## src/rtl/tnoc_output_port_controller.sv

```systemverilog
// Per-output-port switch allocator: wormhole-locks each output VC to one input
// port and selects, cycle by cycle, which owned VC/port drives the output link.
module tnoc_output_port_controller #(
  parameter int CHANNELS = 2,
  parameter int PORTS    = 5
) (
  input  logic                      clk,
  input  logic                      rst_n,
  input  logic [PORTS*CHANNELS-1:0] i_request,
  input  logic [PORTS*CHANNELS-1:0] i_free,
  input  logic [PORTS*CHANNELS-1:0] i_start_of_packet,
  input  logic [PORTS*CHANNELS-1:0] i_end_of_packet,
  input  logic [CHANNELS-1:0]       i_vc_available,
  output logic [PORTS*CHANNELS-1:0] o_grant,
  output logic [PORTS-1:0]          o_port_select,
  output logic [CHANNELS-1:0]       o_vc_select
);

  localparam int PW = (PORTS > 1) ? $clog2(PORTS) : 1;
  localparam int CW = (CHANNELS > 1) ? $clog2(CHANNELS) : 1;

  typedef enum logic {
    IDLE = 1'b0,
    BUSY = 1'b1
  } vc_state_e;

  logic [CHANNELS-1:0] vc_eligible;
  logic [CHANNELS-1:0] vc_free;
  logic [PORTS-1:0]    grant_col [CHANNELS];

  for (genvar gi = 0; gi < CHANNELS; gi++) begin : gen_vc
    vc_state_e        state_q;
    logic [PW-1:0]    owner_q;
    logic [PW-1:0]    rr_ptr_q;
    logic [PORTS-1:0] grant_q;
    logic [PORTS-1:0] req_vec;
    logic [PORTS-1:0] head_vec;
    logic [PORTS-1:0] tail_vec;
    logic [PORTS-1:0] free_vec;
    logic             win_vld;
    logic [PW-1:0]    win_port;
    logic [PW-1:0]    scan_port;

    for (genvar pi = 0; pi < PORTS; pi++) begin : gen_port
      assign req_vec[pi]  = i_request[pi*CHANNELS+gi];
      assign head_vec[pi] = i_request[pi*CHANNELS+gi] & i_start_of_packet[pi*CHANNELS+gi];
      assign tail_vec[pi] = i_end_of_packet[pi*CHANNELS+gi];
      assign free_vec[pi] = i_free[pi*CHANNELS+gi];
      assign o_grant[pi*CHANNELS+gi] = grant_q[pi];
    end

    // Round-robin over head requests, starting just after the last winner.
    always_comb begin
      win_vld   = 1'b0;
      win_port  = '0;
      scan_port = '0;
      for (int i = 1; i <= PORTS; i++) begin
        scan_port = PW'((int'(rr_ptr_q) + i) % PORTS);
        if (!win_vld && head_vec[scan_port]) begin
          win_vld  = 1'b1;
          win_port = scan_port;
        end
      end
    end

    // Grant is held for the whole packet; only the owner's tail releases it.
    always_ff @(posedge clk or negedge rst_n) begin
      if (!rst_n) begin
        state_q  <= IDLE;
        owner_q  <= '0;
        rr_ptr_q <= PW'(PORTS - 1);
        grant_q  <= '0;
      end else begin
        case (state_q)
          IDLE: begin
            if (win_vld && i_vc_available[gi]) begin
              state_q  <= BUSY;
              owner_q  <= win_port;
              rr_ptr_q <= win_port;
              grant_q  <= PORTS'(1) << win_port;
            end
          end
          BUSY: begin
            if (tail_vec[owner_q]) begin
              state_q <= IDLE;
              grant_q <= '0;
            end
          end
          default: begin
            state_q <= IDLE;
            grant_q <= '0;
          end
        endcase
      end
    end

    assign vc_eligible[gi] = (state_q == BUSY) & req_vec[owner_q];
    assign vc_free[gi]     = free_vec[owner_q];
    assign grant_col[gi]   = grant_q;
  end

  logic [CW-1:0] link_ptr_q;
  logic [CW-1:0] link_ptr_d;
  logic [CW-1:0] sel_vc;
  logic [CW-1:0] scan_vc;
  logic          sel_vld;

  always_comb begin
    sel_vld = 1'b0;
    sel_vc  = '0;
    scan_vc = '0;
    for (int i = 1; i <= CHANNELS; i++) begin
      scan_vc = CW'((int'(link_ptr_q) + i) % CHANNELS);
      if (!sel_vld && vc_eligible[scan_vc]) begin
        sel_vld = 1'b1;
        sel_vc  = scan_vc;
      end
    end
  end

  // Pointer only moves on an accepted flit, so a stalled VC keeps the link.
  assign link_ptr_d = (sel_vld && vc_free[sel_vc]) ? sel_vc : link_ptr_q;

  always_ff @(posedge clk or negedge rst_n) begin
    if (!rst_n) begin
      link_ptr_q <= CW'(CHANNELS - 1);
    end else begin
      link_ptr_q <= link_ptr_d;
    end
  end

  for (genvar gi = 0; gi < CHANNELS; gi++) begin : gen_vsel
    assign o_vc_select[gi] = sel_vld && (sel_vc == CW'(gi));
  end

  always_comb begin
    o_port_select = '0;
    for (int v = 0; v < CHANNELS; v++) begin
      if (o_vc_select[v]) begin
        o_port_select = o_port_select | grant_col[v];
      end
    end
  end

endmodule

```

## config.mk

```make
export PLATFORM = sky130hd
export DESIGN_NAME = tnoc_output_port_controller
export DESIGN_NICKNAME = d
export VERILOG_FILES = /design/src/rtl/tnoc_output_port_controller.sv
export SDC_FILE = /design/constraint.sdc
export NUM_CORES = 1
export LEC_CHECK = 0
export CORE_ASPECT_RATIO = 1.75
export CORE_MARGIN = 8
export CORE_UTILIZATION = 36
export DETAILED_ROUTE_END_ITERATION = 12
export PLACE_DENSITY = 0.54
export SYNTH_ARGS = -nofsm -noshare
export SYNTH_HDL_FRONTEND = slang
export SYNTH_SLANG_ARGS = --single-unit
```

## constraint.sdc

```tcl
create_clock -name clk -period 5.8 [get_ports clk]
set_input_delay 1.16 -clock clk [delete_from_list [all_inputs] [get_ports clk]]
set_output_delay 1.16 -clock clk [all_outputs]
set_load 0.1 [all_outputs]
```

==> run metrics <==
Routed WL=16800 um; Worst Max-Slew Pin Slew=994 ps; First-pass DRT Iterations=7; Max Clk Rate=185 MHz; Hold Vio Cnt, Final=0; Iteration-0 DRC Markers=236; Placeable Area=0.0137 mm^2; die height=171 um; # IOs=61; final slew viol count=0; Post-synth EDFFs=0; CP arrival=5540 ps; ys async rst share=1.00; Crit Path Max Fanout=17; layout cells sized above 1=0.107; Hold WC Path Type=register to register; Clock H-tree levels=1; commonest non-fill, non-tap cell in the layout=nand2_1; Max Cap Viol=0; vias per cell=6.09; most frequent cells in the layout=65 x nand2_1, 53 x clkdlybuf4s50_1, 50 x ha_1; DIE AREA=0.0180 mm^2; Clock Latency Late Sink=250 ps; synth-to-layout area growth=16.8%; post-synth top area cell=ha_1; first-pass GRT wire length=27000 um; CTS resizes=0; Final Cycle Share=0.931; nature of the critical path endpoint=register; CTS Buffer Depth=2; setup violators final=0; top cell type's share of synthesized area=0.126; initial antenna violation count=0; yosys warns=0; grt total ovfl=0; syn_nets=751; DR WL/cell=19.2 um; Clock Pin Slew Worst Setup and Hold Paths=60 ps; setup_tns=0 ps; synth unique cells=92; crit path time final=5400 ps; fillers=1422; synthesized instance count=656; Die X-Extent=105 um; Via Count=5350; post-detailed-route count of antenna-violating nets=0; gpl congestion=0.954; RSZ-0062 raised after global routing=no; ANT cells=0; vias in the first global route=5390; IO Port Bufs=60; status=finished clean; gr usage total=0.181; Synth Flop Type=dfrtp_1; worst endpoint required time=5940 ps; Num CTS Buffers=3; Sink Count=21; Post-Syn Area per Cell=7.57 um^2; register bit total from synthesis=21; Layout Skew=2.26 ps; sequential-to-total area share from yosys stat=0.107; largest cells by area after synthesis=ha_1 13%, dfrtp_1 9.1%, nand2_1 4.9%; CTS tree=built; CP Class=register to register; DR DRC count=0; pin count of the biggest net entering global routing=36; Clk Tree Root Cell=clkbuf_16; cts hold-fix bufs=0; Post-DP HPWL=13900 um; Post-Syn Area=0.00496 mm^2; NumNets Final=798; initial core utilization=0.363; Max-slew headroom=0.335; FP Rows=57; startpoint types=register; postcts setup bufs=0
worst max-delay path, stage by stage (launching register included):
cell,delay (ps)
dfrtp_1,720
ha_1,540
xnor2_4,230
inv_2,130
ha_1,230
o31ai_1,250
o31ai_2,150
xnor2_1,470
ha_1,250
nor2b_1,200
nor3_1,70
a21oi_1,250
and2_1,290
a211oi_1,120
o21ai_0,350
o31a_1,270
nand2b_1,170
mux2_2,380
a32o_1,230
synthesized netlist by cell type (all sizes together) (7+ instances only):
master / number
nand4: 8
a31oi: 13
a211oi: 10
buf: 17
o21ai: 47
a21boi: 7
nor2b: 10
nand3: 25
nand2b: 11
o211ai: 11
mux2i: 20
xnor2: 18
o31ai: 10
o211a: 9
ha: 50
nor3: 20
or3: 7
a22o: 7
clkbuf: 13
a21o: 7
a21oi: 42
inv: 38
nand2: 65
dfrtp: 18
nor2: 35
mux2: 7
and2: 13
layer usage:
layer | track usage | share of wire | routed length (um)
met3 | 0.00863 | 0.025 | 415
met4 | 0.0936 | 0.048 | 813
met2 | 0.374 | 0.57 | 9680
met1 | 0.173 | 0.35 | 5940
met5 | 0 | 0 | 0
area by class of cell:
cell class	count	area (um^2)	share of cell area
clock buffers	3	75.1	0.0129
clock inverters	1	5.00	0.000863
inverters	40	150	0.0259
multi-input cells	565	4140	0.715
flip-flops and latches	21	529	0.0913
well taps	177	221	0.0382
repair buffers	72	673	0.116
cell families (layout without fill, tap and decap cells):
group | Yosys count | in the layout | synth area share
simple gates | 237 | 237 | 0.256
xor+xnor | 20 | 20 | 0.0406
flops | 21 | 21 | 0.107
buf+inv | 70 | 116 | 0.0587
fa+ha+maj | 52 | 52 | 0.132
compound gates | 223 | 223 | 0.323
mux | 33 | 33 | 0.0834
flip-flops by register name, indices dropped and copies added (netlist names):
name             cells
gen_vc.grant_q      10
gen_vc.owner_q       6
gen_vc.rr_ptr_q      2
gen_vc.state_q       2
link_ptr_q           1
worst paths after layout:
kind | cells after the start | endpoint | slack, ps | startpoint
setup / recovery | 18 | gen_vc[1].grant_q[0]$_DFFE_PN0P_ | 400 | gen_vc[1].owner_q[1]$_DFFE_PN0P_
min in group asynchronous | 1 | gen_vc[0].grant_q[4]$_DFFE_PN0P_ | 1450 | rst_n
max in group asynchronous | 1 | gen_vc[1].grant_q[1]$_DFFE_PN0P_ | 3750 | rst_n
hold reg to reg | 2 | link_ptr_q$_DFFE_PN1P_ | 520 | link_ptr_q$_DFFE_PN1P_
setup reg to reg | 18 | gen_vc[1].grant_q[0]$_DFFE_PN0P_ | 400 | gen_vc[1].owner_q[1]$_DFFE_PN0P_
hold / removal | 2 | link_ptr_q$_DFFE_PN1P_ | 520 | link_ptr_q$_DFFE_PN1P_
per-stage QoR:
| stage | util | worst slack [ps] | cells | hold slack (ps) | instance area (um^2) |
|---|---|---|---|---|---|
| 3_3_place_gp | 0.418 | 655 | 875 | 506 | 5720 |
| 5_1_grt | 0.423 | 77.3 | 879 | 532 | 5800 |
| 3_5_place_dp | 0.418 | 574 | 875 | 506 | 5720 |
| 6_report | 0.423 | 400 | 879 | 521 | 5800 |
| 4_1_cts | 0.423 | 545 | 879 | 518 | 5800 |
| 2_1_floorplan | - | 215 | 656 | 475 | 4960 |
Power is not shown: default switching activity piles up to over one toggle a cycle in this logic, so the estimate is an artifact.
